## src/rtl/tmds_channel_enc_pkg.sv

```systemverilog
// -----------------------------------------------------------------------------
// tmds_channel_enc_pkg
// Shared definitions for the TMDS channel encoder:
//   - SYM_W        : width of one encoded TMDS symbol (10 bits)
//   - TOK_C00..C11 : the four control-period tokens, indexed by {c1,c0}
//   - disp_t       : 5-bit signed running-disparity type
//   - s1_t         : bundle of values handed from stage 1 to stage 2
//   - ctrl_token() : maps {c1,c0} to its control token
// -----------------------------------------------------------------------------
package tmds_channel_enc_pkg;

    localparam int SYM_W = 10;

    // Control tokens, bit 0 is serialized first.
    localparam logic [SYM_W-1:0] TOK_C00 = 10'h354;
    localparam logic [SYM_W-1:0] TOK_C01 = 10'h0AB;
    localparam logic [SYM_W-1:0] TOK_C10 = 10'h154;
    localparam logic [SYM_W-1:0] TOK_C11 = 10'h2AB;

    // Running disparity (ones minus zeros over the sent symbols).
    // Legal stream values stay within -8..+8, so 5 bits signed is enough.
    typedef logic signed [4:0] disp_t;

    // Stage-1 result: transition-minimised word plus its popcounts, and
    // the blank/control qualifiers travelling alongside it.
    typedef struct packed {
        logic [8:0] q_m;
        logic       blank;
        logic [1:0] ctrl;
        logic [3:0] n1q;
        logic [3:0] n0q;
    } s1_t;

    // Stage-1 contents after reset: a blank slot carrying control 00.
    // q_m is all zeros, so its zero count is 8.
    localparam s1_t S1_RESET = '{
        q_m:   9'h000,
        blank: 1'b1,
        ctrl:  2'b00,
        n1q:   4'd0,
        n0q:   4'd8
    };

    // Map the control bits {c1,c0} to the token sent during blanking.
    function automatic logic [SYM_W-1:0] ctrl_token(input logic [1:0] ctrl);
        logic [SYM_W-1:0] tok;
        case (ctrl)
            2'b00:   tok = TOK_C00;
            2'b01:   tok = TOK_C01;
            2'b10:   tok = TOK_C10;
            2'b11:   tok = TOK_C11;
            default: tok = TOK_C00;
        endcase
        return tok;
    endfunction

endpackage

```

## src/rtl/tmds_channel_enc_popcnt8.sv

```systemverilog
// -----------------------------------------------------------------------------
// tmds_popcnt8
// Combinational population count of an 8-bit word.
//   data  : input,  8 bits - word to count
//   count : output, 4 bits - number of ones in data (0..8)
// -----------------------------------------------------------------------------
module tmds_popcnt8 (
    input  logic [7:0] data,
    output logic [3:0] count
);

    // Sum the individual bits of the word.
    always_comb begin
        logic [3:0] sum;
        sum = 4'd0;
        for (int i = 0; i < 8; i++) begin
            sum = sum + {3'b000, data[i]};
        end
        count = sum;
    end

endmodule

```

## src/rtl/tmds_channel_enc.sv

```systemverilog
// -----------------------------------------------------------------------------
// tmds_channel_enc
// One DVI/HDMI TMDS lane encoder (8b -> 10b). Three instances, one each for
// the blue, green and red lanes, feed the downstream 10:1 serializers.
//
// Stage 1 turns the pixel byte into a transition-minimised 9-bit word q_m
// and counts its ones/zeros. Stage 2 chooses whether to invert q_m[7:0] so
// the running disparity drifts back toward zero, or emits a control token
// during blanking.
//
// Parameters:
//   PIPE_EN : 1 = stage 1 is registered (latency 2)
//             0 = stage 1 is combinational (latency 1)
// Ports:
//   clk_i   : input,  1  - pixel clock (single clock domain)
//   rst_i   : input,  1  - synchronous active-high reset
//   data_i  : input,  8  - pixel colour component
//   blank_i : input,  1  - high outside the active video area
//   ctrl_i  : input,  2  - control bits {c1,c0} (blue lane: {vsync,hsync})
//   tmds_o  : output, 10 - encoded TMDS symbol, bit 0 serialized first
// -----------------------------------------------------------------------------
module tmds_channel_enc
    import tmds_channel_enc_pkg::*;
#(
    parameter bit PIPE_EN = 1'b1
) (
    input  logic             clk_i,
    input  logic             rst_i,
    input  logic [7:0]       data_i,
    input  logic             blank_i,
    input  logic [1:0]       ctrl_i,
    output logic [SYM_W-1:0] tmds_o
);

    // ------------------------------------------------------------------
    // Stage 1: transition minimisation
    // ------------------------------------------------------------------
    logic [3:0] n1_d_s;     // ones in the incoming byte
    logic       use_xnor_s; // chain with XNOR instead of XOR
    logic [8:0] q_m_s;
    logic [3:0] n1q_s;      // ones in q_m[7:0]
    s1_t        s1_s;       // stage-1 result, combinational
    s1_t        s1_v;       // stage-1 result as seen by stage 2

    tmds_popcnt8 u_popcnt_data (
        .data  (data_i),
        .count (n1_d_s)
    );

    // XNOR chaining when the byte is ones-heavy; a tie of four ones falls
    // to XNOR only when bit 0 is zero.
    assign use_xnor_s = (n1_d_s > 4'd4) ||
                        ((n1_d_s == 4'd4) && (data_i[0] == 1'b0));

    // Build q_m bit by bit; q_m[8] records which chaining was used.
    always_comb begin
        logic [8:0] q;
        q = 9'h000;
        q[0] = data_i[0];
        for (int i = 1; i < 8; i++) begin
            if (use_xnor_s) begin
                q[i] = ~(q[i-1] ^ data_i[i]);
            end else begin
                q[i] = q[i-1] ^ data_i[i];
            end
        end
        q[8] = ~use_xnor_s;
        q_m_s = q;
    end

    tmds_popcnt8 u_popcnt_qm (
        .data  (q_m_s[7:0]),
        .count (n1q_s)
    );

    assign s1_s = '{
        q_m:   q_m_s,
        blank: blank_i,
        ctrl:  ctrl_i,
        n1q:   n1q_s,
        n0q:   4'd8 - n1q_s
    };

    generate
        if (PIPE_EN) begin : g_pipe
            s1_t s1_r;

            // Stage-1 pipeline register; q_m, popcounts and qualifiers move
            // together so stage 2 never mixes slots.
            always_ff @(posedge clk_i) begin
                if (rst_i) begin
                    s1_r <= S1_RESET;
                end else begin
                    s1_r <= s1_s;
                end
            end

            assign s1_v = s1_r;
        end else begin : g_comb
            assign s1_v = s1_s;
        end
    endgenerate

    // ------------------------------------------------------------------
    // Stage 2: DC balancing and control tokens
    // ------------------------------------------------------------------
    disp_t            cnt_r;      // running disparity
    logic [SYM_W-1:0] tmds_r;
    disp_t            n1q_sd_s;   // popcounts widened to signed
    disp_t            n0q_sd_s;
    disp_t            diff_s;     // N1q - N0q
    disp_t            cnt_nxt_s;
    logic [SYM_W-1:0] sym_nxt_s;
    logic             q8_s;
    logic [7:0]       q_s;

    assign q8_s     = s1_v.q_m[8];
    assign q_s      = s1_v.q_m[7:0];
    assign n1q_sd_s = {1'b0, s1_v.n1q};
    assign n0q_sd_s = {1'b0, s1_v.n0q};
    assign diff_s   = n1q_sd_s - n0q_sd_s;

    // Select the next symbol and the disparity it leaves behind. Bit 9
    // flags inversion of the data bits, bit 8 carries the chaining type,
    // so the disparity change equals the ones-minus-zeros of the symbol.
    always_comb begin
        sym_nxt_s = TOK_C00;
        cnt_nxt_s = 5'sd0;
        if (s1_v.blank) begin
            // Blanking restarts the balance so the next line starts fresh.
            sym_nxt_s = ctrl_token(s1_v.ctrl);
            cnt_nxt_s = 5'sd0;
        end else if ((cnt_r == 5'sd0) || (s1_v.n1q == s1_v.n0q)) begin
            // No preferred direction: invert only for XNOR-chained words.
            if (q8_s) begin
                sym_nxt_s = {1'b0, 1'b1, q_s};
                cnt_nxt_s = cnt_r + diff_s;
            end else begin
                sym_nxt_s = {1'b1, 1'b0, ~q_s};
                cnt_nxt_s = cnt_r - diff_s;
            end
        end else if (((cnt_r > 5'sd0) && (s1_v.n1q > s1_v.n0q)) ||
                     ((cnt_r < 5'sd0) && (s1_v.n0q > s1_v.n1q))) begin
            // Word would push further the same way: send it inverted.
            sym_nxt_s = {1'b1, q8_s, ~q_s};
            if (q8_s) begin
                cnt_nxt_s = cnt_r + 5'sd2 - diff_s;
            end else begin
                cnt_nxt_s = cnt_r - diff_s;
            end
        end else begin
            // Word already pulls toward balance: send it as is.
            sym_nxt_s = {1'b0, q8_s, q_s};
            if (q8_s) begin
                cnt_nxt_s = cnt_r + diff_s;
            end else begin
                cnt_nxt_s = cnt_r + diff_s - 5'sd2;
            end
        end
    end

    // Output symbol and running disparity registers.
    always_ff @(posedge clk_i) begin
        if (rst_i) begin
            tmds_r <= TOK_C00;
            cnt_r  <= 5'sd0;
        end else begin
            tmds_r <= sym_nxt_s;
            cnt_r  <= cnt_nxt_s;
        end
    end

    assign tmds_o = tmds_r;

endmodule

```

## config.mk

```make
export PLATFORM = sky130hd
export DESIGN_NAME = tmds_channel_enc
export DESIGN_NICKNAME = d
export VERILOG_FILES = /design/src/rtl/tmds_channel_enc_pkg.sv /design/src/rtl/tmds_channel_enc_popcnt8.sv /design/src/rtl/tmds_channel_enc.sv
export SDC_FILE = /design/constraint.sdc
export NUM_CORES = 1
export LEC_CHECK = 0
export BUFFER_PORTS_ARGS = -buffer_cell sky130_fd_sc_hd__buf_4
export CORE_UTILIZATION = 25
export DETAILED_ROUTE_END_ITERATION = 10
export PLACE_DENSITY = 0.39
export SYNTH_ARGS = -nofsm -noshare
export SYNTH_HDL_FRONTEND = slang
export SYNTH_SLANG_ARGS = --single-unit
```

## constraint.sdc

```tcl
create_clock -name clk_i -period 9.6 [get_ports clk_i]
set_clock_uncertainty 0.15 [all_clocks]
set_input_delay 0 -clock clk_i [delete_from_list [all_inputs] [get_ports clk_i]]
set_output_delay 0 -clock clk_i [all_outputs]
set_load 0.01 [all_outputs]
```

Word level (Yosys, flattened, before mapping)
Cells that the tools add are included.
{ "op_classes": {"n_reduce_logical": 9, "bitwise_logic": 17, "n_mux": 17, "addsub": 21, "eq_ne": 5, "order_cmp": 5} }
{ "op_table": {"columns": ["cell", "count"], "rows": [
  ["4-bit by 1-bit adder with 4-bit output", 12],
  ["10-bit two-way mux", 4],
  ["10-bit case mux with 4 select lines", 1],
  ["5-bit two-way mux", 5],
  ["5-bit subtractor", 2],
  ["1-bit NOT", 9],
  ["4-bit > comparator", 2],
  ["8-bit NOT", 1],
  ["1-bit two-way mux", 7],
  ["1-bit bitwise XOR", 7],
  ["5-bit by 3-bit adder with 5-bit output, second input constant", 1],
  ["5-bit adder", 1],
  ["5-bit by 1-bit > comparator with 1-bit output, second input constant", 1],
  ["5-bit logical NOT", 1],
  ["5-bit by 1-bit < comparator with 1-bit output, second input constant", 1],
  ["4-bit by 4-bit subtractor with 5-bit output", 1],
  ["5-bit by 3-bit subtractor with 5-bit output, second input constant", 1],
  ["1-bit by 1-bit adder with 2-bit output", 2],
  ["2-bit equality test, second input constant", 2],
  ["4-bit by 3-bit equality test with 1-bit output, second input constant", 1],
  ["4-bit equality test", 1],
  ["4-bit by 3-bit > comparator with 1-bit output, second input constant", 1],
  ["4-bit subtractor, first input constant", 1],
  ["1-bit logical AND", 3],
  ["4 further kinds", 6]
]} }
{ "word_totals": {"output_inout_bits": 10, "register_bits": 35} }

Logic depth before layout (Yosys ltp)
{ "logic_depth": {"ltp_word": 31, "mapped_depth": 22, "mapped_depth_nobuf": 22} }

By module
A second synthesis with hierarchy kept.
{ "unflattened": {"cells_unflattened": 254, "area_unflattened_um2": 2408.6} }
{ "modules_own_cells": {"columns": ["mod", "instances", "area_per_inst_um2", "seq_area_each_um2", "cells_each"], "rows": [
  ["tmds_channel_enc", 1, 2028.2, 660.6, 206],
  ["tmds_popcnt8", 2, 190.2, 0.0, 24]
]} }

Worst setup path after synthesis
Ideal clock, no wire load.
{ "synth_timing": {"path_kind": "input to register", "startpoint": "input data_i[0]", "endpoint": "register g_pipe.s1_r[1] (netlist name)", "arrival_ps": 5514, "setup_ps": 128, "setup_slack_ps": 3808, "path_stages": 21, "cell_sequence": "ha_1 -> inv_1 -> fa_1 -> fa_1 -> inv_1 -> fa_1 -> fa_1 -> nor3b_1 -> o21ai_1 -> a21oi_4 -> xnor2_1 -> ha_1 -> inv_1 -> fa_1 -> inv_1 -> fa_1 -> fa_1 -> fa_1 -> inv_1 -> ha_1 -> nor2b_1"} }
{ "synth_rtl": {"columns": ["element", "line_no", "text"], "rows": [
  ["start: declaration", "tmds_channel_enc.sv:29", "input logic [7:0] data_i,"],
  ["end signal: assignment", "tmds_channel_enc.sv:94", "s1_r <= s1_s;"],
  ["end: declaration", "tmds_channel_enc.sv:86", "s1_t s1_r;"]
]} }

==> flow_summary.json <==
{
  "status": "finished clean",
  "root_buffer": "clkbuf_8",
  "cts_buffers": 5,
  "synth_compound_area_share_pct": 12.80,
  "rsz0062_at_grt": "no",
  "synth_xor_area_share_pct": 13.87,
  "async_flop_share_pct": 0,
  "cp_common_cell": "fa_1",
  "synth_edf_count": 0,
  "crit_path_max_incr_delay_ns": 0.53,
  "synth_seq_area_share_pct": 28.16,
  "cp-end-kind": "register",
  "path_clk_slew_ns": 0.07,
  "clock_latency_ns": 0.28,
  "design.die.area_sq_um": 9775,
  "crit_path_max_fanout": 4,
  "synthSimpleGateAreaFrac_pct": 12.00,
  "hp-class": "in2reg",
  "r2r_start": "g_pipe.s1_r[2]$_SDFF_PP0_",
  "synth_top_family_by_area": "adder cells",
  "grt_pass1_vias": 1714,
  "num_antenna_cells": 0,
  "reg2reg_depth": 11,
  "synth_area_sq_um": 2346,
  "gp_congestion": 0.6790,
  "maxCapViolCount": 0,
  "crit_type": "in2reg",
  "drcViolationCount": 0,
  "cp.arrival_ns": 6.42,
  "coreArea_sq_um": 8891,
  "setup_violations": 0,
  "ys_ff_latch": 33,
  "synth_adder_area_share_pct": 23.25,
  "cts_tree": "built",
  "antenna_found_initial": 0,
  "ys_types": 47,
  "start_util_pct": 26.39,
  "muxShareOfSynthArea_pct": 2.773,
  "nets": 333,
  "tns_ns": 0,
  "die_h_microns": 98.87,
  "viasPerCell": 4.143,
  "reg2reg_to": "cnt_r[3]$_SDFF_PP0_",
  "first_pass_iters": 4,
  "crit_chain": "dlygate4sd3_1, buf_4, ha_1, inv_1, fa_1, fa_1, inv_1, fa_1, fa_1, nor3b_1, o21ai_1, a21oi_4, xnor2_1, ha_1, inv_1, fa_1, inv_1, fa_1, fa_1, fa_1, inv_1, ha_1, nor2b_1",
  "grt_use_total_pct": 10.07,
  "wl_microns": 4427,
  "max-clock-path-buffers": 2,
  "setup.worst_path.start_class": "primary input",
  "wl_per_cell_microns": 11.29,
  "synthCells": 250,
  "ant_nets": 0,
  "syn_to_final_growth_pct": 20.27,
  "max_freq_ghz": 0.1564,
  "drive_above_1_share_pct": 15.49,
  "rrSetupSlack_ns": 6.60,
  "worst_pin_slew_ns": 0.5602,
  "final_common_cell": "inv_1",
  "cts_resized": 0,
  "yosys_warnings": 0,
  "drt_iter0_markers": 52,
  "rows": 34,
  "grt_max_degree": 25,
  "ios": 23,
  "grt_overflow": 0,
  "synth_fp_nets": 300,
  "yosys_most_used_dff": "dfxtp_1",
  "grt_pass1_wl_microns": 7797,
  "dp_hpwl_microns": 3670,
  "hold_path_depth": 4,
  "hp-start": "data_i[5]",
  "crit_required_ns": 9.62,
  "fin_crit_sh_pct": 66.60,
  "vias": 1624,
  "die_x_microns": 98.87,
  "min_to": "g_pipe.s1_r[16]$_SDFF_PP0_",
  "whs_ns": 0.05267,
  "period_minus_slack_ns": 6.394,
  "slew_headroom_pct": 62.60,
  "htree_levels": 2,
  "cts_sinks": 33,
  "final_hold_viol_count": 0,
  "final_cell_mix": "inv_1 (35), dfxtp_1 (33), nor2_1 (26), ha_1 (26)",
  "port_buffers": 22,
  "drv_slew": 0,
  "cp_slowest_cell": "dlygate4sd3_1",
  "syn_avg_cell_area_sq_um": 9.384
}
-- state kept, by name, summed over array words and instances (netlist names), named ones only --
signal       count
cnt_r            4
g_pipe.s1_r     18
tmds_o          10
-- worst max path at each step --
| stage | to | slack, ns | start | depth (start not counted) |
|---|---|---|---|---|
| 6_report | g_pipe.s1_r[1]$_SDFF_PP0_ | 3.21 | data_i[0] | 23 |
| 5_1_grt | g_pipe.s1_r[2]$_SDFF_PP0_ | 2.80 | data_i[0] | 24 |
| 4_1_cts | g_pipe.s1_r[1]$_SDFF_PP0_ | 3.16 | data_i[0] | 23 |
| 3_5_place_dp | g_pipe.s1_r[1]$_SDFF_PP0_ | 3.40 | data_i[0] | 22 |
| 3_3_place_gp | g_pipe.s1_r[1]$_SDFF_PP0_ | 3.49 | data_i[0] | 22 |
| 2_1_floorplan | g_pipe.s1_r[1]$_SDFF_PP0_ | 3.81 | data_i[0] | 21 |
-- cells by family (layout without fill, tap and decap cells) --
family / count (synthesis) / after routing
AO/OA/AOI/OAI: 44 / 44
flip-flops: 33 / 33
AND/OR/NAND/NOR: 56 / 56
buffers and inverters: 42 / 76
adder cells (fa/ha/maj): 37 / 37
multiplexers: 6 / 6
XOR/XNOR: 32 / 32
-- critical path, delay by kind of cell --
kind	cells	cell delay [ns]
adders and majority gates	11	4.55
buffers and inverters	7	0.96
xor gates and xnor gates	1	0.13
AOI/OAI and AO/OA	2	0.39
and+or+nand+nor	2	0.39
-- cell usage after synthesis (3+ instances only) --
library cell	n	share of area [%]
a21o_1	4	1.3
clkbuf_1	3	0.48
fa_1	11	9.4
a21oi_1	8	1.7
nand3_1	5	1.1
dfxtp_1	33	28
xor2_1	5	1.9
nor2_1	26	4.2
xnor2_1	22	8.2
ha_1	26	14
mux2i_1	5	2.1
nor2b_1	9	2.4
o21ai_1	12	2.6
inv_1	35	5.6
nand2_1	3	0.48
-- final cells by class --
| class | count | area (sq um) |
|---|---|---|
| fill | 926 | 6070 |
| multi-input combinational | 175 | 1518 |
| sequential | 33 | 660.6 |
| timing repair buffer | 33 | 275.3 |
| tap | 108 | 135.1 |
| inverter | 35 | 131.4 |
| clock buffer | 7 | 96.34 |
| clock inverter | 1 | 5.005 |
-- repair_timing --
action | CTS | global route
setup buffers | 0 | 0
hold buffers | 11 | 0
endpoints found under the hold margin | 20 | 0
-- routing by layer --
metal / GRT usage [%] / wire, microns / vias up
li1: - / - / 871
met1: 13.33 / 2265 / 722
met2: 16.14 / 1953 / 24
met3: 2.057 / 135 / 7
met4: 3.789 / 73 / 0
met5: 0 / 0 / -
-- through the flow --
stage / util [%] / area (sq um) / cells / setup WS [ns]
2_1_floorplan: - / 2346 / 250 / 3.808
3_5_place_dp: 29.36 / 2610 / 373 / 3.403
3_3_place_gp: 29.36 / 2610 / 373 / 3.495
4_1_cts: 31.73 / 2821 / 392 / 3.159
6_report: 31.73 / 2821 / 392 / 3.206
5_1_grt: 31.73 / 2821 / 392 / 2.802
Power is not shown: default switching activity piles up to over one toggle a cycle in this logic, so the estimate is an artifact.
